**src/rtl/merge.sv**
```systemverilog
// -----------------------------------------------------------------------------
// merge : N-to-1 native-bus merger with round-robin arbitration.
//
// Lets N_MASTERS masters share one slave port. In IDLE the arbiter picks the
// first valid master starting at the round-robin pointer. It then moves to
// BUSY and holds that grant until the slave returns ready. The datapath is
// combinational from the registered state and grant, so the slave sees the
// request one cycle after the master raises valid. The slave never sees a
// request in the cycle after ready.
//
// Bus packing (per port):
//   request  = {valid, addr[ADDR_W], wdata[DATA_W], wstrb[DATA_W/8]}, valid is MSB
//   response = {rdata[DATA_W], ready}, ready is LSB
//   master i occupies m_req[i*REQ_W +: REQ_W] and m_resp[i*RESP_W +: RESP_W]
//
// Ports:
//   clk     in   1                  clock, rising edge
//   rst     in   1                  asynchronous, active-high reset
//   m_req   in   N_MASTERS*REQ_W    master requests
//   m_resp  out  N_MASTERS*RESP_W   master responses (only granted port live)
//   s_req   out  REQ_W              request to the shared slave
//   s_resp  in   RESP_W             response from the shared slave
//   m_grant out  N_MASTERS          one-hot current grant, 0 when idle
// -----------------------------------------------------------------------------
module merge #(
    parameter  int N_MASTERS = 2,
    parameter  int ADDR_W    = 16,
    parameter  int DATA_W    = 16,
    localparam int STRB_W    = DATA_W / 8,
    localparam int REQ_W     = 1 + ADDR_W + DATA_W + STRB_W,
    localparam int RESP_W    = DATA_W + 1
) (
    input  logic                          clk,
    input  logic                          rst,
    input  logic [N_MASTERS*REQ_W-1:0]    m_req,
    output logic [N_MASTERS*RESP_W-1:0]   m_resp,
    output logic [REQ_W-1:0]              s_req,
    input  logic [RESP_W-1:0]             s_resp,
    output logic [N_MASTERS-1:0]          m_grant
);

    localparam int SEL_W = (N_MASTERS > 1) ? $clog2(N_MASTERS) : 1;
    localparam logic [SEL_W-1:0] LAST_IDX = SEL_W'(N_MASTERS - 1);

    typedef enum logic [0:0] {
        IDLE = 1'b0,
        BUSY = 1'b1
    } state_t;

    state_t           state_r;
    state_t           state_next_s;
    logic [SEL_W-1:0] gsel_r;
    logic [SEL_W-1:0] gsel_next_s;
    logic [SEL_W-1:0] ptr_r;
    logic [SEL_W-1:0] ptr_next_s;
    logic [N_MASTERS-1:0] m_valid_s;
    logic             any_valid_s;
    logic             s_ready_s;

    // Index after idx, wrapping explicitly so non-power-of-two N works.
    function automatic logic [SEL_W-1:0] next_idx(input logic [SEL_W-1:0] idx);
        logic [SEL_W-1:0] nxt;
        if (idx == LAST_IDX) begin
            nxt = '0;
        end else begin
            nxt = idx + SEL_W'(1);
        end
        return nxt;
    endfunction

    // First valid index searching start, start+1, ... modulo N_MASTERS.
    // Duplicating the valid vector and shifting by start turns the
    // wrapping search into a plain low-to-high scan.
    function automatic logic [SEL_W-1:0] rr_pick(input logic [N_MASTERS-1:0] valid,
                                                 input logic [SEL_W-1:0]     start);
        logic [2*N_MASTERS-1:0] rotated;
        logic [SEL_W:0]         sum;
        logic [SEL_W-1:0]       pick;
        logic                   found;
        rotated = {valid, valid} >> start;
        sum     = '0;
        pick    = start;
        found   = 1'b0;
        for (int k = 0; k < N_MASTERS; k++) begin
            if (!found && rotated[k]) begin
                sum = {1'b0, start} + (SEL_W+1)'(k);
                if (sum >= (SEL_W+1)'(N_MASTERS)) begin
                    sum = sum - (SEL_W+1)'(N_MASTERS);
                end else begin
                    sum = sum;
                end
                pick  = sum[SEL_W-1:0];
                found = 1'b1;
            end else begin
                found = found;
            end
        end
        return pick;
    endfunction

    // Gather the valid bit (MSB) of every master request.
    always_comb begin
        m_valid_s = '0;
        for (int i = 0; i < N_MASTERS; i++) begin
            m_valid_s[i] = m_req[i*REQ_W + REQ_W - 1];
        end
    end

    assign any_valid_s = |m_valid_s;
    assign s_ready_s   = s_resp[0];

    // Next-state logic: arbitrate in IDLE, wait for ready in BUSY.
    always_comb begin
        state_next_s = state_r;
        gsel_next_s  = gsel_r;
        ptr_next_s   = ptr_r;
        case (state_r)
            IDLE: begin
                if (any_valid_s) begin
                    state_next_s = BUSY;
                    gsel_next_s  = rr_pick(m_valid_s, ptr_r);
                end else begin
                    state_next_s = IDLE;
                end
            end
            BUSY: begin
                // Grant is held even if the master drops valid early.
                if (s_ready_s) begin
                    state_next_s = IDLE;
                    ptr_next_s   = next_idx(gsel_r);
                end else begin
                    state_next_s = BUSY;
                end
            end
            default: begin
                state_next_s = IDLE;
            end
        endcase
    end

    // State, grant and round-robin pointer registers.
    always_ff @(posedge clk or posedge rst) begin
        if (rst) begin
            state_r <= IDLE;
            gsel_r  <= '0;
            ptr_r   <= '0;
        end else begin
            state_r <= state_next_s;
            gsel_r  <= gsel_next_s;
            ptr_r   <= ptr_next_s;
        end
    end

    // Route the granted master to the slave and the slave response back.
    // Everything is zero in IDLE, so a stray ready there goes nowhere.
    always_comb begin
        s_req   = '0;
        m_resp  = '0;
        m_grant = '0;
        for (int i = 0; i < N_MASTERS; i++) begin
            if ((state_r == BUSY) && (gsel_r == SEL_W'(i))) begin
                s_req                        = m_req[i*REQ_W +: REQ_W];
                m_resp[i*RESP_W +: RESP_W]   = s_resp;
                m_grant[i]                   = 1'b1;
            end else begin
                m_grant[i] = 1'b0;
            end
        end
    end

endmodule

```
**config.mk**
```make
export PLATFORM = sky130hd
export DESIGN_NAME = merge
export DESIGN_NICKNAME = d
export VERILOG_FILES = /design/src/rtl/merge.sv
export SDC_FILE = /design/constraint.sdc
export NUM_CORES = 1
export LEC_CHECK = 0
export ABC_AREA = 1
export BUFFER_PORTS_ARGS = -buffer_cell sky130_fd_sc_hd__clkbuf_2
export CAP_MARGIN = 25
export CORE_ASPECT_RATIO = 0.5
export CORE_MARGIN = 2
export CORE_UTILIZATION = 28
export DETAILED_ROUTE_END_ITERATION = 10
export PLACE_DENSITY = 0.88
export SLEW_MARGIN = 20
export SYNTH_ARGS = -nofsm -noshare
export SYNTH_HDL_FRONTEND = slang
export SYNTH_SLANG_ARGS = --single-unit
export TNS_END_PERCENT = 50
```
**constraint.sdc**
```tcl
create_clock -name clk -period 1.9 [get_ports clk]
set_input_delay 0.095 -clock clk [delete_from_list [all_inputs] [get_ports clk]]
set_output_delay 0.095 -clock clk [all_outputs]
set_load 0.05 [all_outputs]
```
==> metrics.cfg, run 1 <==
[run_status]
status=finished clean

[floorplanning]
die_w_um=80.92
start_util_pct=30.68
die_h_um=42.46
ios=160
die_area_um2=3436
core_um2=2700
rows=13

[clocking]
htree_levels=1
clk_path_buf_depth=2
cts_sinks=3
clk_pin_slew_worst_paths_ps=30
clk_latency_ps=210
cts_tree=built
numCtsBuffers=3
clockRootBuffer=clkbuf_8

[sta]
maxSlewViolCount=0
hold_viol_final=0
tns_ps=0
finClkSkew_ps=0.1401
tightestPinTransition_ps=335.4
finalCriticalPeriod_ps=1731
finalSetupViolCount=0
post-route-period-util_pct=91.11
rsz0062_at_grt=false
clock.fmax_mhz=577.6
slew_headroom_pct=77.64

[global_route]
overflow=0
grt_pass1_vias=1403
grt_first_pass_wirelength_mm=6.030
antenna_found_initial=0
grtUsageTotal_pct=21.38
grt_max_degree=37

[worst_setup_path]
cp.required_ps=1800
worstPathMaxFanout=36
critical_path.most_common_cell=nand2_1
critPathCaptureType=primary output
crit_type=reg2out
crit_chain=inv_2, nand2_4, inv_4, nand2_1, nand2_1, clkbuf_2
slowest_delay_ps=420
critPathLaunchType=register
worstPathArrival_ps=1640
worst_path_max_delay_cell=dfrtp_1

[yosys]
netlist_area_um2=828.3
ys_seq_area_share_pct=9.063
synth_cell_types=13
synth-edff-count=0
yosys_register_bits=3
synthArstFlopShare_pct=100.0
netlist_instances=183
synth_nets=272
avgSynthCellArea_um2=4.526
yosysMostFrequentCell=nand2_1
synth_top_area_share_pct=49.85
yosysWarningCount=0
yosys.area.top_type=nand2_1
synthTopCellsByCount=nand2_1 (110), nor2_1 (34), inv_1 (19)
ys.flop_type=dfrtp_1
synthTopCellsByArea=nand2_1 (50%), nor2_1 (15%), dfrtp_1 (9.1%), inv_1 (8.6%), buf_6 (8.2%)

[place]
place_congestion=0.8668
port_buffers=159
place_hpwl_mm=3.378
dp.cells=371

[pwr]
p_leak_nw=1.259
pwr_density_cell_nw_per_um2=1941
peakVddDrop_uv=1093

[detailed_routing]
viasPerCell=4.056
drt-pass1-iter-count=4
via_count=1525
drc=0
drt_wl_total_mm=3.908
routedWlPerCell_um=10.39
postRouteAntennaNets=0
drt_iter0_markers=40

[finish]
nNetsFinal=429
n_antenna_cell=0
synthToLayoutAreaGrowth_pct=98.94
stdcell_count=376
drive_gt1_share_pct=49.26

[worst_hold_path]
hp-class=in2reg

[job]
max_cap_viol_count=0

[routing by layer]
| layer | global-route usage (%) | up-vias | part of all wire [%] |
|---|---|---|---|
| li1 | - | 838 | - |
| met2 | 41.65 | 19 | 58 |
| met4 | 7.797 | 0 | 0.79 |
| met1 | 23.85 | 664 | 40 |
| met3 | 2.155 | 4 | 1.8 |
| met5 | 0 | - | 0 |
[cell usage in the layout, fill, tap and decap left out]
master,Yosys,routed
dfrtp_1,3,3
inv_1,19,19
dlygate4sd3_1,0,1
nand3_1,2,2
inv_2,1,1
inv_4,1,1
clkinv_4,1,1
a21oi_1,1,1
nand2_1,110,110
clkbuf_8,0,3
nand2_4,2,2
o211ai_1,1,1
clkbuf_1,0,1
clkbuf_2,0,159
nor2_1,34,34
[path summary, 6_finish.rpt]
kind	from	endpoint	slack [ps]	depth (start not counted)
setup / recovery	gsel_r	s_req[25]	170	6
hold / removal	s_resp[0]	state_r	140	2
setup reg to reg	state_r	gsel_r	960	4
hold reg to reg	ptr_r	ptr_r	520	2
max in group asynchronous	rst	gsel_r	1480	3
min in group asynchronous	rst	ptr_r	290	3
[final cells by class]
type / instances / area [um2]
multi-input combinational: 150 / 585.6
inverter: 22 / 90.09
timing repair buffer: 160 / 805.8
fill: 284 / 1052
sequential: 3 / 75.07
clock buffer: 4 / 45.04
tap: 37 / 46.29
[flip-flops by register name, indices dropped and copies added, names as in the netlist]
signal	cells
ptr_r	1
gsel_r	1
state_r	1
[power by group]
part | internal, mW | switching, mW | total [mW]
Clock | 0.143 | 0.0394 | 0.182
Combinational | 0.536 | 2.36 | 2.90
Sequential | 0.0894 | 0.0305 | 0.120
[cells by family (layout without fill, tap and decap cells)]
kind of cell,Yosys count,in the layout,synth area share (%)
buf+inv,30,186,20.24
flops,3,3,9.063
simple gates,148,148,69.18
compound gates,2,2,1.510
[repair_timing]
item | 4_1_cts | 5_1_grt
endpoints found under the hold margin | 3 | 0
resized for setup | 0 | 0
setup buffers | 0 | 0
hold buffers | 1 | 0
[per-stage QoR]
stage | hold slack (ps) | worst slack [ps] | utilization [%] | instance area, um2 | power, mW
floorplan | -151.4 | 399.5 | - | 828.3 | 2.498
global placement | -59.18 | 430.5 | 58.99 | 1593 | 2.993
detailed placement | -50.23 | 393.2 | 58.99 | 1593 | 3.022
CTS | 134.9 | 162.6 | 61.03 | 1648 | 3.214
global route | 131.7 | 62.61 | 61.03 | 1648 | 3.361
finish | 137.1 | 168.8 | 61.03 | 1648 | 3.199
[critical path, delay by kind of cell, from the launching register on]
family,cells,cell delay (ps)
simple gates,3,290
flops,1,420
buf+inv,3,680
Note: power is estimated with default switching activity, not from simulation.
==> run 2: changes to the inputs <==
--- a/config.mk
+++ b/config.mk
@@ -12,7 +12,7 @@
 export CORE_MARGIN = 2
 export CORE_UTILIZATION = 28
 export DETAILED_ROUTE_END_ITERATION = 10
-export PLACE_DENSITY = 0.88
+export PLACE_DENSITY_LB_ADDON = 0.3
 export SLEW_MARGIN = 20
 export SYNTH_ARGS = -nofsm -noshare
 export SYNTH_HDL_FRONTEND = slang
==> run 2 against run 1 <==
Against the previous run: sequential power about the same; power decreased by 0.62%; global-route usage decreased by 2.6 points; wire length decreased by 10%; combinational power about the same; sequential share of layout area unchanged; register-to-register slack improved by 40 ps; sequential cell count unchanged; maximum frequency increased by 1.0%.
==> metrics.cfg, run 2 (same netlist as run 1, synthesis figures left out) <==
[place]
port_buffers=159
dp.cells=371
place_congestion=0.7981
place_hpwl_mm=2.982
dpl_worst_slack_ps=412.6
post_dp_cell_area_um2=1593

[clocking]
clk_path_buf_depth=2
cts_sinks=3
clk_pin_slew_worst_paths_ps=30
htree_levels=1
cts_tree=built
clockRootBuffer=clkbuf_8
clk_latency_ps=210
numCtsBuffers=3
cts_resized=0

[sta]
finalSetupViolCount=0
finClkSkew_ps=1.750
fin_hold_ws_ps=141.9
tns_ps=0
layout_setup_ws_ps=186.6
post-route-period-util_pct=90.18
finalCriticalPeriod_ps=1713
slew_headroom_pct=78.13
clock.fmax_mhz=583.6
rsz0062_at_grt=false
maxSlewViolCount=0
tightestPinTransition_ps=328.0
hold_viol_final=0

[floorplanning]
die_w_um=80.92
die_area_um2=3436
core_um2=2700
rows=13
ios=160
start_util_pct=30.68
die_h_um=42.46

[detailed_routing]
routedWlPerCell_um=9.309
drt_wl_total_mm=3.500
drt_iter0_markers=29
drt-pass1-iter-count=4
via_count=1537
viasPerCell=4.088
postRouteAntennaNets=0
drc=0

[global_route]
grt_first_pass_wirelength_mm=5.354
busiest_layer=met2
antenna_found_initial=0
overflow=0
use_met3_pct=1.940
grt_max_degree=37
grt_pass1_vias=1326
gr-usage-met2_pct=39.34
grtUsageMet1_pct=20.15
grtUsageTotal_pct=18.80

[worst_setup_path]
reg2reg_depth=4
critical_path.most_common_cell=nand2_1
slowest_delay_ps=420
worstPathMaxFanout=36
worst_path_max_delay_cell=dfrtp_1
worstPathArrival_ps=1620
startpoint=gsel_r
cp.required_ps=1800
critPathCaptureType=primary output
path_buf_inv=3
cp_top_family=buffers and inverters
crit_chain=inv_2, nand2_4, inv_4, nand2_1, nand2_1, clkbuf_2
crit_cells=6
crit_type=reg2out
critPathLaunchType=register
r2r-start=state_r

[pwr]
pwr_density_cell_nw_per_um2=1929
peakVddDrop_uv=826.7
p_leak_nw=1.259
finalPower_mw=3.179

[finish]
stdcell_count=376
fin_util_pct=61.03
top_regs=gsel_r (1), ptr_r (1), state_r (1)
finalInstanceArea_um2=1648
drive_gt1_share_pct=49.26
synthToLayoutAreaGrowth_pct=98.94
nNetsFinal=429
layout_commonest_cell=clkbuf_2
n_antenna_cell=0
final_cell_mix=clkbuf_2 (159), nand2_1 (110), nor2_1 (34)

[worst_hold_path]
hp-class=in2reg
holdPathStages=2
min_from=s_resp[0]

[run_status]
status=finished clean

[job]
max_cap_viol_count=0

-- run 2: cell counts in the layout (fill, tap and decap cells not counted) --
Identical to the previous run, type by type.
-- run 2: cell type report --
type	count	area (um2)
clock buffer	4	45.04
fill	303	1052
inverter	22	90.09
multi-input combinational	150	585.6
sequential	3	75.07
tap	37	46.29
timing repair buffer	160	805.8
-- run 2: repair_timing --
item                      CTS  global route
hold buffers                1             0
hold endpoints to repair    3             0
buffers inserted            0             0
-- run 2: per-layer routing --
layer | vias up | wire, um
met4 | 0 | 0
li1 | 840 | -
met2 | 44 | 2014
met3 | 0 | 219
met5 | - | 0
met1 | 653 | 1266
-- run 2: final timing paths --
path / endpoint / slack (ps)
max in group asynchronous: state_r / 1490
worst max-delay path: s_req[21] / 190
worst min register to register: ptr_r / 510
worst max register to register: gsel_r / 1000
worst min-delay path: state_r / 140
min in group asynchronous: gsel_r / 280
-- run 2: where the power goes --
group,internal (mW),total [mW],leakage (nW),switching (mW)
sequential,0.0895,0.120,0.0342,0.0303
combinational,0.536,2.88,1.20,2.34
clock,0.143,0.179,0.0228,0.0365
total,0.768,3.18,1.26,2.41
